**config.mk**
```make
export PLATFORM = sky130hd
export DESIGN_NAME = bus_select_encoder_flat
export DESIGN_NICKNAME = d
export VERILOG_FILES = /design/src/rtl/bus_sel_pkg.sv /design/src/rtl/bus_select_encoder_if.sv /design/src/rtl/bus_sel_find.sv /design/src/rtl/bus_select_encoder.sv /design/src/flat_wrapper.sv
export SDC_FILE = /design/constraint.sdc
export NUM_CORES = 1
export LEC_CHECK = 0
export ABC_AREA = 1
export CORE_MARGIN = 2
export CORE_UTILIZATION = 60
export CTS_CLUSTER_SIZE = 12
export DETAILED_ROUTE_END_ITERATION = 10
export HOLD_SLACK_MARGIN = 0.05
export MAX_ROUTING_LAYER = met4
export PLACE_DENSITY = 0.84
export REMOVE_ABC_BUFFERS = 1
export SYNTH_ARGS = -nofsm -noshare
export SYNTH_HDL_FRONTEND = slang
export SYNTH_HIERARCHICAL = 1
export SYNTH_SLANG_ARGS = --single-unit
```
**constraint.sdc**
```tcl
create_clock -name clk -period 5.7 [get_ports clk]
set_input_delay 0.57 -clock clk [delete_from_list [all_inputs] [get_ports clk]]
set_output_delay 0.57 -clock clk [all_outputs]
set_load 0.01 [all_outputs]
```
**src/rtl/bus_sel_pkg.sv**
```systemverilog
// Shared constants, types and helpers for the bus select encoder.
// Optional round-robin priority is enabled with the BUS_SEL_ROUND_ROBIN_EN macro.
package bus_sel_pkg;

    // Index width for a vector of 'value' lines; never below 1 bit.
    function automatic int clog2_f(input int value);
        int r;
        r = 1;
        for (int i = 1; i < 31; i++) begin
            if ((1 << i) < value) r = i + 1;
        end
        return r;
    endfunction

    localparam int DEF_N         = 32;
    localparam int DEF_ERR_CNT_W = 8;

    localparam int FLAG_W     = 2;
    localparam int FLAG_MULTI = 0;
    localparam int FLAG_NONE  = 1;

    typedef enum logic {
        BUF_EMPTY = 1'b0,
        BUF_FULL  = 1'b1
    } buf_state_e;

endpackage

```
**src/rtl/bus_select_encoder_if.sv**
```systemverilog
// Request/select handshake bundle for bus_select_encoder, plus debug visibility
// of the output buffer state and the priority pointer.
interface bus_select_encoder_if
    import bus_sel_pkg::*;
#(
    parameter int N         = DEF_N,
    parameter int ERR_CNT_W = DEF_ERR_CNT_W
);
    localparam int SEL_W = clog2_f(N);

    // Valid/ready: a transfer happens on a rising edge where valid and ready
    // are both 1; valid never waits on ready, and the producer holds its data
    // stable until the transfer completes.
    logic [N-1:0]         req;
    logic                 req_valid;
    logic                 req_ready;
    logic [SEL_W-1:0]     sel;
    logic                 sel_valid;
    logic                 sel_ready;
    logic                 multi_hot;
    logic                 none_hot;
    logic [ERR_CNT_W-1:0] err_count;
    buf_state_e           dbg_state;
    logic [SEL_W-1:0]     dbg_ptr;

    modport master (
        output req, req_valid, sel_ready,
        input  req_ready, sel, sel_valid, multi_hot, none_hot, err_count,
               dbg_state, dbg_ptr
    );

    modport slave (
        input  req, req_valid, sel_ready,
        output req_ready, sel, sel_valid, multi_hot, none_hot, err_count,
               dbg_state, dbg_ptr
    );

endinterface

```
**src/rtl/bus_sel_find.sv**
```systemverilog
// Combinational find-first-set over an N-bit vector, searching upward from
// 'start' and wrapping from N-1 back to 0.
module bus_sel_find
    import bus_sel_pkg::*;
#(
    parameter int N = DEF_N,
    localparam int SEL_W = clog2_f(N)
) (
    input  logic [N-1:0]     vec,
    input  logic [SEL_W-1:0] start,
    output logic [SEL_W-1:0] idx,
    output logic             any_set,
    output logic             multi_set
);
    localparam logic [N-1:0]   ONE   = {{(N-1){1'b0}}, 1'b1};
    localparam logic [SEL_W:0] N_EXT = (SEL_W+1)'(N);

    // One extra bit so start+i cannot overflow before the modulo fold.
    logic [SEL_W:0] pos;
    logic           found;

    always_comb begin
        idx   = '0;
        found = 1'b0;
        pos   = '0;
        for (int i = 0; i < N; i++) begin
            pos = {1'b0, start} + (SEL_W+1)'(i);
            if (pos >= N_EXT) pos = pos - N_EXT;
            if (!found && vec[pos[SEL_W-1:0]]) begin
                found = 1'b1;
                idx   = pos[SEL_W-1:0];
            end
        end
    end

    assign any_set   = |vec;
    assign multi_set = |(vec & (vec - ONE));

endmodule

```
**src/rtl/bus_select_encoder.sv**
```systemverilog
// Registered request-vector to bus-select encoder with a one-entry output
// buffer and malformed-request counting. Define BUS_SEL_ROUND_ROBIN_EN for
// rotating multi-hot priority; otherwise the lowest set index wins.
module bus_select_encoder
    import bus_sel_pkg::*;
#(
    parameter int N         = DEF_N,
    parameter int ERR_CNT_W = DEF_ERR_CNT_W
) (
    input logic                 clk,
    input logic                 clr,
    bus_select_encoder_if.slave bus
);
    localparam int SEL_W = clog2_f(N);

    buf_state_e           state_q, state_d;
    logic [SEL_W-1:0]     sel_q, sel_d;
    logic [FLAG_W-1:0]    flags_q, flags_d;
    logic [ERR_CNT_W-1:0] err_q, err_d;

    logic [SEL_W-1:0] start;
    logic [SEL_W-1:0] win_idx;
    logic             win_any;
    logic             win_multi;
    logic             req_ready;
    logic             accept;

    assign req_ready = (state_q == BUF_EMPTY) || bus.sel_ready;
    assign accept    = bus.req_valid && req_ready;

    bus_sel_find #(.N(N)) u_find (
        .vec       (bus.req),
        .start     (start),
        .idx       (win_idx),
        .any_set   (win_any),
        .multi_set (win_multi)
    );

`ifdef BUS_SEL_ROUND_ROBIN_EN
    logic [SEL_W-1:0] ptr_q, ptr_d;
    logic [SEL_W:0]   ptr_inc;

    // Next search begins just past the last winner, folded modulo N.
    always_comb begin
        ptr_inc = {1'b0, win_idx} + {{SEL_W{1'b0}}, 1'b1};
        ptr_d   = ptr_q;
        if (accept && win_any) begin
            ptr_d = (ptr_inc == (SEL_W+1)'(N)) ? '0 : ptr_inc[SEL_W-1:0];
        end
    end

    always_ff @(posedge clk) begin
        if (clr) ptr_q <= '0;
        else     ptr_q <= ptr_d;
    end

    assign start = ptr_q;
`else
    assign start = '0;
`endif

    always_comb begin
        state_d = state_q;
        sel_d   = sel_q;
        flags_d = flags_q;
        err_d   = err_q;
        if (accept) begin
            state_d             = BUF_FULL;
            sel_d               = win_idx;
            flags_d[FLAG_MULTI] = win_multi;
            flags_d[FLAG_NONE]  = !win_any;
            if ((win_multi || !win_any) && (err_q != '1)) begin
                err_d = err_q + ERR_CNT_W'(1);
            end
        end else if ((state_q == BUF_FULL) && bus.sel_ready) begin
            state_d = BUF_EMPTY;
        end
    end

    always_ff @(posedge clk) begin
        if (clr) begin
            state_q <= BUF_EMPTY;
            sel_q   <= '0;
            flags_q <= '0;
            err_q   <= '0;
        end else begin
            state_q <= state_d;
            sel_q   <= sel_d;
            flags_q <= flags_d;
            err_q   <= err_d;
        end
    end

    assign bus.req_ready = req_ready;
    assign bus.sel       = sel_q;
    assign bus.sel_valid = (state_q == BUF_FULL);
    assign bus.multi_hot = flags_q[FLAG_MULTI];
    assign bus.none_hot  = flags_q[FLAG_NONE];
    assign bus.err_count = err_q;
    assign bus.dbg_state = state_q;
    assign bus.dbg_ptr   = start;

endmodule

```
**src/flat_wrapper.sv**
```systemverilog
// flat-port wrapper written by rule: the top's interface ports become plain ports
module bus_select_encoder_flat import bus_sel_pkg::*;
#(
    parameter int N         = DEF_N,
    parameter int ERR_CNT_W = DEF_ERR_CNT_W
)
  (clk, clr, bus_req, bus_req_valid, bus_sel_ready, bus_req_ready, bus_sel, bus_sel_valid, bus_multi_hot, bus_none_hot, bus_err_count, bus_dbg_state, bus_dbg_ptr);
  bus_select_encoder_if #(.N(N), .ERR_CNT_W(ERR_CNT_W)) bus_i ();
  input logic clk;
  input logic clr;
  input wire logic [$bits(bus_i.req)-1:0] bus_req;
  input wire logic [$bits(bus_i.req_valid)-1:0] bus_req_valid;
  input wire logic [$bits(bus_i.sel_ready)-1:0] bus_sel_ready;
  output wire logic [$bits(bus_i.req_ready)-1:0] bus_req_ready;
  output wire logic [$bits(bus_i.sel)-1:0] bus_sel;
  output wire logic [$bits(bus_i.sel_valid)-1:0] bus_sel_valid;
  output wire logic [$bits(bus_i.multi_hot)-1:0] bus_multi_hot;
  output wire logic [$bits(bus_i.none_hot)-1:0] bus_none_hot;
  output wire logic [$bits(bus_i.err_count)-1:0] bus_err_count;
  output wire logic [$bits(bus_i.dbg_state)-1:0] bus_dbg_state;
  output wire logic [$bits(bus_i.dbg_ptr)-1:0] bus_dbg_ptr;
  assign bus_i.req = bus_req;
  assign bus_i.req_valid = bus_req_valid;
  assign bus_i.sel_ready = bus_sel_ready;
  assign bus_req_ready = bus_i.req_ready;
  assign bus_sel = bus_i.sel;
  assign bus_sel_valid = bus_i.sel_valid;
  assign bus_multi_hot = bus_i.multi_hot;
  assign bus_none_hot = bus_i.none_hot;
  assign bus_err_count = bus_i.err_count;
  assign bus_dbg_state = bus_i.dbg_state;
  assign bus_dbg_ptr = bus_i.dbg_ptr;
  bus_select_encoder #(.N(N), .ERR_CNT_W(ERR_CNT_W)) u_core (.clk(clk), .clr(clr), .bus(bus_i));
endmodule
```
Word level (Yosys, flattened, before mapping)
Cells that the tools add are included.
Cells by class
  add/subtract/negate cells: 2
  eq/ne operators: 1
  mux-type cells: 64
  bitwise gates (word level): 2
  reductions and logical operators: 72
Operator list (count)
  $mux W5: 30
  $reduce_or A32 Y1: 2
  $logic_and A1 B1 Y1: 34
  $mux W1: 34
  $and A32 B32 Y32: 1
  $logic_not A1 Y1: 32
  $sub A32 B1 Y32 const B: 1
  $add A8 B1 Y8 const B: 1
  $ne A8 B8 Y1 const B: 1
  $logic_or A1 B1 Y1: 2
  $reduce_and A2 Y1: 1
  $reduce_bool A2 Y1: 1
  $not A1 Y1: 1
Word-level totals
  bits in registers: 16
  input port bits: 36
  output and inout port bits: 23
  word-level logic and storage cells: 145

Logic depth before layout (Yosys ltp)
Gate-level depths: netlist (run 1).
  word-level depth: 94
  gate-level depth with buffers: 37
  depth with buffers taken out: 33

Cells and area by module
The synthesis (run 1) kept the hierarchy.
Modules (own cells, without submodules)
  bus_sel_find: instances 1, cells each 888, area an instance 4624.4 um^2, sequential area each 0.0 um^2
  bus_select_encoder: instances 1, cells each 116, area an instance 822.0 um^2, sequential area each 320.3 um^2

Least setup slack after synthesis (run 1)
No wires, ideal clock.
  kind: input-to-reg
  start point: input bus_req[0]
  end point: register u_core.err_q[0] (netlist: u_core/bus.err_count[0])
  library setup time: 113 ps
  arrival: 3807 ps
  required time: 5587 ps
  setup slack: 1779 ps
  stages: 32
  path buffers: 0
  cells stage by stage: nor3_1 > inv_1 > nor2_1 > nand2_1 > nor2_1 > inv_1 > nor2_1 > inv_1 > nor2_1 > nand2_1 > nor2_1 > nand2_1 > nor2_1 > inv_1 > nor3_1 > nand3_1 > nor3_1 > inv_1 > nor3_1 > inv_1 > nor3_1 > inv_1 > nor3_1 > nand2_1 > o21ai_0 > o2111ai_1 > nor2_1 > nand3_1 > o211ai_1 > nor2_1 > nor2_1 > nor2_1
Between the ends
  longest elaborated chain between the ends: 6
  elaborated cells between the ends (all ways): 8
  classes of those cells: 1 x add/sub; 1 x bitwise; 6 x reduce/logical
RTL lines
  start: declaration: line flat_wrapper.sv:11  | input wire logic [$bits(bus_i.req)-1:0] bus_req;
  $sub A32 B1 Y32: line bus_sel_find.sv:37  | assign multi_set = |(vec & (vec - ONE));
  $and A32 B32 Y32 *: line bus_sel_find.sv:37
  $reduce_or A32 Y1 *: line bus_sel_find.sv:37
  net u_core.win_multi: line bus_select_encoder.sv:24  | logic win_multi;
  $logic_or A1 B1 Y1 *: line bus_select_encoder.sv:72  | if ((win_multi || !win_any) && (err_q != '1)) begin
  $logic_and A1 B1 Y1 *: line bus_select_encoder.sv:72
  $reduce_and A2 Y1 (no line) *
  end signal: assignment: line bus_select_encoder.sv:90  | err_q <= err_d;
  end: declaration: line bus_select_encoder.sv:19  | logic [ERR_CNT_W-1:0] err_q, err_d;
The timed path passes the listed nets; every way through them passes the cells marked *.
A chain may end at the register's enable or synchronous reset.

Worst setup path in the final report (run 1)
  start point: input bus_req[1]
  end point: register u_core.err_q[1] (netlist: u_core/bus.err_count[1])
Same word-level chain as after synthesis.

==> results.py, run 1 <==
metrics = {
    "hold_path": {
        "hp-class": "flip-flop to flip-flop",
        "hold_path_depth": 2,
        "hp-start": "u_core/flags_q[0]$_SDFFE_PP0P_",
    },
    "finish": {
        "finish.utilization_pct": 68.7,
        "syn_to_final_growth_pct": 10.6,
        "final_common_cell": "nand3_1",
        "layout-drive-gt1-share_pct": 7.41,
        "multi_input_area_um2": 4580,
        "final_cell_mix": "253 x nand3_1, 226 x nand2_1, 138 x nor2_1",
        "fillers": 877,
        "nets": 1103,
        "diodes": 0,
        "design_area_um2": 6020,
        "regArea_um2": 320,
    },
    "floorplan": {
        "io_pins": 59,
        "die_w_um": 99.3,
        "start_util_pct": 62.2,
        "coreArea_um2": 8760,
        "core.rowCount": 34,
        "dieArea_um2": 9860,
        "die_h_um": 99.3,
    },
    "route": {
        "postRouteAntennaNets": 0,
        "drt_iter0_drc": 814,
        "avgViaCountPerCell": 6.10,
        "wl_per_cell_um": 16.5,
        "drt_first_pass_iters": 6,
        "routed_wl_mm": 19.2,
        "vias": 7077,
        "drc_errors": 0,
    },
    "clock_network": {
        "clk_path_buf_depth": 2,
        "clk_latency_ps": 250,
        "clock-sinks": 16,
        "clk_transition_reported_paths_ps": 60,
        "cts_tree": "built",
        "cts_made_buffers": 3,
        "postCtsHoldBufs": 0,
        "h-tree-depth": 1,
        "cts-resized-gates": 0,
        "cts_setup_buffers": 0,
        "clockRootBuffer": "clkbuf_8",
    },
    "run_status": {
        "status": "complete, no violations",
    },
    "sta": {
        "finalSetupTns_ps": 0,
        "fin_crit_sh_pct": 82.1,
        "worstMarginPinSlew_ps": 949,
        "grt_setup_unrepaired": "false",
        "slew_headroom_pct": 36.0,
        "finalHoldViolCount": 0,
        "period_needed_ps": 4680,
        "fin_skew_ps": 2.90,
        "fmax_ghz": 0.214,
        "setup_violations": 0,
        "slew_viol_final": 0,
    },
    "setup_path": {
        "rr_startpoint": "u_core/bus.err_count[0]$_SDFFE_PP0P_",
        "critPathKind": "input pin to flip-flop",
        "end_kind": "flip-flop",
        "worstPathMaxFanout": 5,
        "slowest_stage": "clkdlybuf4s50_1",
        "arrival_ps": 4830,
        "required_ps": 5850,
        "reg2reg_depth": 7,
        "cpPeakStageDelay_ps": 490,
        "cp-start-kind": "input pin",
        "crit_start": "bus_req[1]",
        "crit_top_cell": "nor2_1",
    },
    "placed_design": {
        "place.gp.congestion": 1.10,
        "portBuffers": 53,
        "dpl_cell_area_um2": 5970,
        "dp_hpwl_mm": 14.9,
    },
    "global_route": {
        "grt_usage_pct": 40.2,
        "grt_start_max_net_pins": 38,
        "antenna_found_initial": 0,
        "overflow": 0,
        "first_global_vias": 6315,
        "grt_pass1_wl_mm": 31.2,
    },
    "synth": {
        "yosys_warnings": 6,
        "ys.flop_type": "dfxtp_1",
        "seq_area_frac_synth_pct": 5.88,
        "synthCells": 1004,
        "ys_types": 48,
        "synth-edff-count": 0,
        "async_reset_ff_share_pct": 0,
        "syn_area_per_cell_um2": 5.42,
        "synth_seq_cells": 16,
        "synth_area_um2": 5450,
    },
    "pwr": {
        "power_density_nw_per_um2": 157,
        "power_mw": 0.946,
        "power_leakage_nw": 2.85,
        "peakVddDrop_v": 0.0000771,
    },
    "flow_run": {
        "drv_cap": 0,
    },
}
## metal layers
| layer | global-route usage, % | wire length [um] |
|---|---|---|
| met5 | - | 0 |
| met4 | 16.8 | 921 |
| met1 | 52.6 | 7790 |
| met2 | 62.1 | 8290 |
| met3 | 5.69 | 2160 |
## critical path, delay by kind of cell
family | cells | cell delay, ps
and+or+nand+nor | 22 | 2720
AOI/OAI and AO/OA | 3 | 560
buffers and inverters | 8 | 960
## cell type report
| cell class | instances | area share [%] |
|---|---|---|
| clock buffers | 4 | 0.914 |
| inverters | 104 | 6.52 |
| multi-input cells | 875 | 76.1 |
| flip-flops and latches | 16 | 5.32 |
| well taps | 108 | 2.24 |
| repair buffers | 54 | 8.93 |
## path summary, 6_finish.rpt
check	to	slack [ps]
worst max-delay path	u_core/bus.err_count[1]$_SDFFE_PP0P_	1020
worst min-delay path	u_core/flags_q[0]$_SDFFE_PP0P_	470
worst max register to register	u_core/bus.err_count[7]$_SDFFE_PP0P_	4370
worst min register to register	u_core/flags_q[0]$_SDFFE_PP0P_	470
## report_power, final
group | switching [mW] | leakage [nW] | internal, mW
registers | 0.00462 | 0.131 | 0.118
clock network | 0.0405 | 0.0288 | 0.0614
logic | 0.511 | 2.69 | 0.210
## kinds of logic after synthesis
| kind of cell | Yosys count | synth area share, % |
|---|---|---|
| AND/OR/NAND/NOR | 730 | 65.5 |
| multiplexers | 1 | 0.184 |
| adder cells (fa/ha/maj) | 16 | 3.54 |
| AO/OA/AOI/OAI | 77 | 8.18 |
| flip-flops | 16 | 5.88 |
| XOR/XNOR | 22 | 4.78 |
| buffers and inverters | 141 | 11.9 |
| other | 1 | 0.0689 |
## cell usage after synthesis (15+ instances only)
cell     count  area share (%)
o21ai_0     32             2.9
nand2_1    226              16
buf_2       15             1.4
nor2_1     138             9.5
nor3_1      16             1.5
nand4_1     39             4.5
nand3_1    253              23
a21oi_1     17             1.6
inv_1       91             6.3
nand2_2     17             2.0
dfxtp_1     16             5.9
## registers in the layout (all words and copies together), names as in the netlist
| register | flops |
|---|---|
| u_core/bus.sel | 5 |
| u_core/bus.err_count | 8 |
| u_core/flags_q | 2 |
| u_core/bus.dbg_state | 1 |
## per-stage QoR
stage          cells  hold slack, ps  setup WS [ps]
6_report        1161             468           1020
5_1_grt         1161             505            282
4_1_cts         1161             470           1060
3_5_place_dp    1157             463            808
3_3_place_gp    1157             459            961
2_1_floorplan    995             480           1780
Note: power is estimated with default switching activity, not from simulation.
==> run 2: changes to the inputs <==
clock period = 4.81 ns   (was 5.7 ns; I/O delays follow)
==> results.py, run 2 (synthesis results as in run 1) <==
metrics = {
    "pwr": {
        "peakVddDrop_v": 0.000103,
        "power_leakage_nw": 2.88,
        "p_switching_mw": 0.659,
        "power_density_nw_per_um2": 184,
        "swShare_pct": 58.7,
        "p_comb_share_pct": 76.4,
        "p_int_mw": 0.463,
        "seqPwrFrac_pct": 13.0,
        "pwr-share-clk_pct": 10.6,
    },
    "finish": {
        "syn_to_final_growth_pct": 12.0,
        "final_common_cell": "nand3_1",
        "fillers": 873,
        "stdcell_count": 1166,
        "multi_input_area_um2": 4620,
        "design_area_um2": 6100,
        "nets": 1108,
        "layout-drive-gt1-share_pct": 8.41,
        "largest_reg_flops": 8,
        "diodes": 0,
        "regArea_um2": 320,
        "final_cell_mix": "252 x nand3_1, 226 x nand2_1, 138 x nor2_1",
    },
    "global_route": {
        "use_met2_pct": 60.4,
        "overflow": 0,
        "grt_busiest_layer": "met2",
        "grt_pass1_wl_mm": 30.2,
        "grtUsageMet3_pct": 3.87,
        "met1_usage_pct": 51.7,
        "antenna_found_initial": 0,
        "grt_start_max_net_pins": 38,
        "grt_usage_pct": 38.8,
        "first_global_vias": 6167,
    },
    "sta": {
        "fmax_ghz": 0.221,
        "setup_violations": 0,
        "finalHoldViolCount": 0,
        "fin_skew_ps": 5.10,
        "slew_headroom_pct": 45.3,
        "fin_crit_sh_pct": 94.0,
        "period_needed_ps": 4520,
        "slew_viol_final": 0,
        "worstMarginPinSlew_ps": 812,
    },
    "placed_design": {
        "dp_hpwl_mm": 14.5,
        "numPlacedInstances": 1162,
        "portBuffers": 53,
        "dpl_cell_area_um2": 6010,
        "place.gp.congestion": 1.06,
    },
    "floorplan": {
        "coreArea_um2": 8760,
        "start_util_pct": 62.2,
        "dieArea_um2": 9860,
        "core.rowCount": 34,
        "io_pins": 59,
        "die_w_um": 99.3,
        "die_h_um": 99.3,
    },
    "clock_network": {
        "cts_tree": "built",
        "clock-sinks": 16,
        "clockRootBuffer": "clkbuf_8",
        "clk_path_buf_depth": 2,
        "cts_setup_buffers": 0,
        "clk_latency_ps": 250,
        "h-tree-depth": 1,
        "cts_made_buffers": 3,
        "clk_transition_reported_paths_ps": 60,
    },
    "flow_run": {
        "drv_cap": 0,
    },
    "route": {
        "avgViaCountPerCell": 6.10,
        "drt_iter0_drc": 838,
        "postRouteAntennaNets": 0,
        "drc_errors": 0,
        "drt_first_pass_iters": 9,
        "wl_per_cell_um": 16.1,
        "routed_wl_mm": 18.8,
        "vias": 7110,
    },
    "run_status": {
        "status": "complete, no violations",
    },
    "setup_path": {
        "worstPathMaxFanout": 8,
        "required_ps": 4980,
        "crit_top_cell": "nand4_4",
        "critPathKind": "input pin to flip-flop",
        "cp-start-kind": "input pin",
        "arrival_ps": 4700,
        "slowest_stage": "clkdlybuf4s50_1",
        "cpPeakStageDelay_ps": 440,
        "end_kind": "flip-flop",
    },
    "hold_path": {
        "hp-class": "flip-flop to flip-flop",
    },
}
## run 2: cell count changes in the layout (fill, tap and decap cells not counted), sizes merged
cell | before | now
buf | 1 | 6
## run 2: layout make-up
class	instances	area share [%]
clock buffer	4	0.903
multi-input combinational	875	75.7
tap	108	2.22
timing repair buffer	59	9.44
inverter	104	6.44
sequential	16	5.25
## run 2: metal layers
layer | routed length, um | vias up
met1 | 7720 | 3126
met3 | 2100 | 79
met5 | 0 | -
met2 | 8150 | 443
li1 | - | 3462
met4 | 823 | 0
## run 2: worst max-delay path: cells and delay by family
kind            cells  cell delay (ps)
simple gates       26             3480
buf+inv             2              600
compound gates      1              110
## run 2: worst paths after layout
| path | to | slack (ps) | depth (start not counted) | start |
|---|---|---|---|---|
| setup / recovery | u_core/bus.sel[0]$_SDFFE_PP0P_ | 290 | 29 | bus_req[1] |
| hold / removal | u_core/bus.sel[4]$_SDFFE_PP0P_ | 480 | 2 | u_core/bus.sel[4]$_SDFFE_PP0P_ |
| setup reg to reg | u_core/bus.err_count[7]$_SDFFE_PP0P_ | 3500 | 7 | u_core/bus.err_count[0]$_SDFFE_PP0P_ |
| hold reg to reg | u_core/bus.sel[4]$_SDFFE_PP0P_ | 480 | 2 | u_core/bus.sel[4]$_SDFFE_PP0P_ |
## run 2: power groups by stage
| stage | combinational, mW | sequential, mW | clock (mW) |
|---|---|---|---|
| 2_1_floorplan | 0.575 | 0.152 | 0 |
| 3_3_place_gp | 0.738 | 0.148 | 0 |
| 3_5_place_dp | 0.742 | 0.149 | 0 |
| 4_1_cts | 0.745 | 0.146 | 0.119 |
| 5_1_grt | 0.934 | 0.147 | 0.126 |
| 6_report | 0.857 | 0.146 | 0.119 |
## run 2: metrics by stage
step | total power, mW | setup slack, ps | TNS [ps] | hold slack, ps | util, %
after global placement | 0.887 | 211 | 0 | 460 | 68.5
after global routing | 1.21 | -37.4 | -91.0 | 500 | 69.6
final | 1.12 | 288 | 0 | 479 | 69.6
after floorplan | 0.727 | 978 | 0 | 480 | -
after detailed placement | 0.891 | -6.51 | -6.51 | 469 | 68.5
after CTS | 1.01 | 246 | 0 | 479 | 69.2
## run 2: timing repair
action                     4_1_cts  5_1_grt
gates resized for setup          0        8
setup endpoints to repair        0        9
hold buffers                     0        0
==> variant 1: new RTL, settings of run 2 <==
`DEF_N`: 32 -> 64.
--- a/src/rtl/bus_sel_pkg.sv
+++ b/src/rtl/bus_sel_pkg.sv
@@ -14,3 +14,3 @@
 
-    localparam int DEF_N         = 32;
+    localparam int DEF_N         = 64;
     localparam int DEF_ERR_CNT_W = 8;
Interface: changed (resized bus_dbg_ptr, bus_req and bus_sel); port bits go from 59 to 93. The function was not compared with the original's and may differ.
==> variant 1 against run 2 <==
  * The run now fails in global routing
  * Synthesized cell count up 120%
  * Area after synthesis is 110% higher
==> variant 1: results (changes against run 2) <==
clock buffer depth=2 (unchanged); CTS buffer count=3 (unchanged); Area contributors post-synth=nand3_1 (23%), nand2_1 (18%), nor2_1 (10%), nand4_1 (8.2%), inv_1 (7.0%) (was nand3_1 (23%), nand2_1 (16%), nor2_1 (9.5%), inv_1 (6.3%), dfxtp_1 (5.9%)); pre-CTS setup slack=-1950 ps (was -6.51 ps); DP HPWL=41800 um (was 14500 um); Commonest cells post-synth=nand2_1 (535), nand3_1 (508), nor2_1 (308) (was nand3_1 (253), nand2_1 (226), nor2_1 (138)); worst_ep grt=u_core/bus.err_count[7]$_SDFFE_PP0P_/D; last flow stage reached=global routing; clock root buffer=clkbuf_16 (was clkbuf_8); Remaining Overflow, GRT=53; Worst End Pin Type=register input; main flop type after synthesis=dfxtp_1 (unchanged); Tool Error=[ERROR GRT-0232] Routing congestion too high. Check the congestion heatmap in the GUI.; H-tree lvl count=1 (unchanged); Cell variety after synth=61 (was 48); #FFs+latches synth=17 (was 16); sequential cell area fraction in the yosys report=0.0302 (was 0.0588); pin count of the biggest net entering global routing=71; asr flop ratio synth=0 (unchanged); outcome=aborted with a tool error (was finished clean); PortBufs=86 (was 53); GPL Wtd Cong=1.28 (was 1.06); synth warn=6 (unchanged); global-route usage over all layers=0.802
-- variant 1: cells by family after synthesis --
kind of cell | synth area share
other | 0.000333
flip-flops | 0.0302
AND/OR/NAND/NOR | 0.667
buffers and inverters | 0.125
AO/OA/AOI/OAI | 0.115
XOR/XNOR | 0.0355
multiplexers | 0.00623
adder cells (fa/ha/maj) | 0.0200
-- variant 1: through the flow --
| stage | instance area [sq um] | TNS [ps] | instances | util |
|---|---|---|---|---|
| after CTS | 14800 | -14980 | 2823 | 0.798 |
| after detailed placement | 14000 | -26770 | 2754 | 0.756 |
| after global placement | 14000 | -22110 | 2754 | 0.756 |
| after floorplan | 10900 | -17520 | 2166 | - |
-- variant 1: what timing repair did --
item,CTS
gates cloned,1
endpoints found under the setup margin,16
buffers inserted,64
pin swaps,43
gates resized for setup,75
hold buffers,0
-- variant 1: metal layers --
layer  overflow  GRT usage
met5          -          -
met3          3      0.641
met4         19      0.747
met2         25      0.943
met1          6      0.808
==> variant 2: new RTL, settings of run 2 <==
Without the edit above. The option `BUS_SEL_ROUND_ROBIN_EN` is turned on by a define.
--- a/src/rtl/bus_select_encoder.sv
+++ b/src/rtl/bus_select_encoder.sv
@@ -3,2 +3,4 @@
 // rotating multi-hot priority; otherwise the lowest set index wins.
+`define BUS_SEL_ROUND_ROBIN_EN
+
 module bus_select_encoder
Formal check against the unedited RTL: not equivalent (Yosys sat finds a counterexample within 4 cycles, from zero or initial values).
==> variant 2 against run 2 <==
  * The run now fails in global routing
  * Area after synthesis increased by 4.6%
==> variant 2: results (changes against run 2) <==
outcome=aborted with a tool error (was finished clean); clock buffer depth=2 (unchanged); DP HPWL=17000 um (was 14500 um); Commonest cells post-synth=nand3_1 (257), nand2_1 (235), nor2_1 (133) (was nand3_1 (253), nand2_1 (226), nor2_1 (138)); global-route usage over all layers=0.701; Remaining Overflow, GRT=2; sequential cell area fraction in the yosys report=0.0738 (was 0.0588); synthesized area per cell=5.52 sq um (was 5.42 sq um); asr flop ratio synth=0 (unchanged); main flop type after synthesis=dfxtp_1 (unchanged); Tool Error=[ERROR GRT-0232] Routing congestion too high. Check the congestion heatmap in the GUI.; synth warn=6 (unchanged); Cell variety after synth=48 (unchanged); area post-placement=6960 sq um (was 6010 sq um); Area contributors post-synth=nand3_1 (23%), nand2_1 (15%), nor2_1 (8.8%), dfxtp_1 (7.4%), inv_1 (6.3%) (was nand3_1 (23%), nand2_1 (16%), nor2_1 (9.5%), inv_1 (6.3%), dfxtp_1 (5.9%)); Clock Sinks=21 (was 16); cell with the most instances after synthesis=nand3_1 (unchanged); pre-CTS setup slack=-187 ps (was -6.51 ps); pin count of the biggest net entering global routing=34; H-tree lvl count=1 (unchanged); Post-synth EDFFs=0 (unchanged); CTS buffer count=3 (unchanged); Worst End Pin Type=register input; worst_ep grt=u_core/bus.dbg_ptr[1]$_SDFFE_PP0P_/D; last flow stage reached=global routing; PortBufs=58 (was 53); clock root buffer=clkbuf_8 (unchanged); GPL Wtd Cong=1.23 (was 1.06); dpl cells=1285 (was 1162)
variant 2: per-layer routing:
metal  GRT overflow  GRT usage
met1              0      0.691
met2              2      0.883
met3              0      0.520
met4              0      0.630
met5              -          -
variant 2: kinds of logic after synthesis:
group           synth area share
flops                     0.0738
compound gates            0.0804
fa+ha+maj                 0.0360
simple gates               0.641
mux                      0.00176
xor+xnor                  0.0534
buf+inv                    0.113
variant 2: what timing repair did:
action                     in CTS
pin swaps                       3
setup endpoints to repair       5
setup buffers                   7
resized for setup              17
hold endpoints to repair        0
variant 2: metrics by stage:
step                      hold WS [ps]   util
after CTS                          474  0.774
after detailed placement           463  0.753
after global placement             458  0.753
after floorplan                    477      -
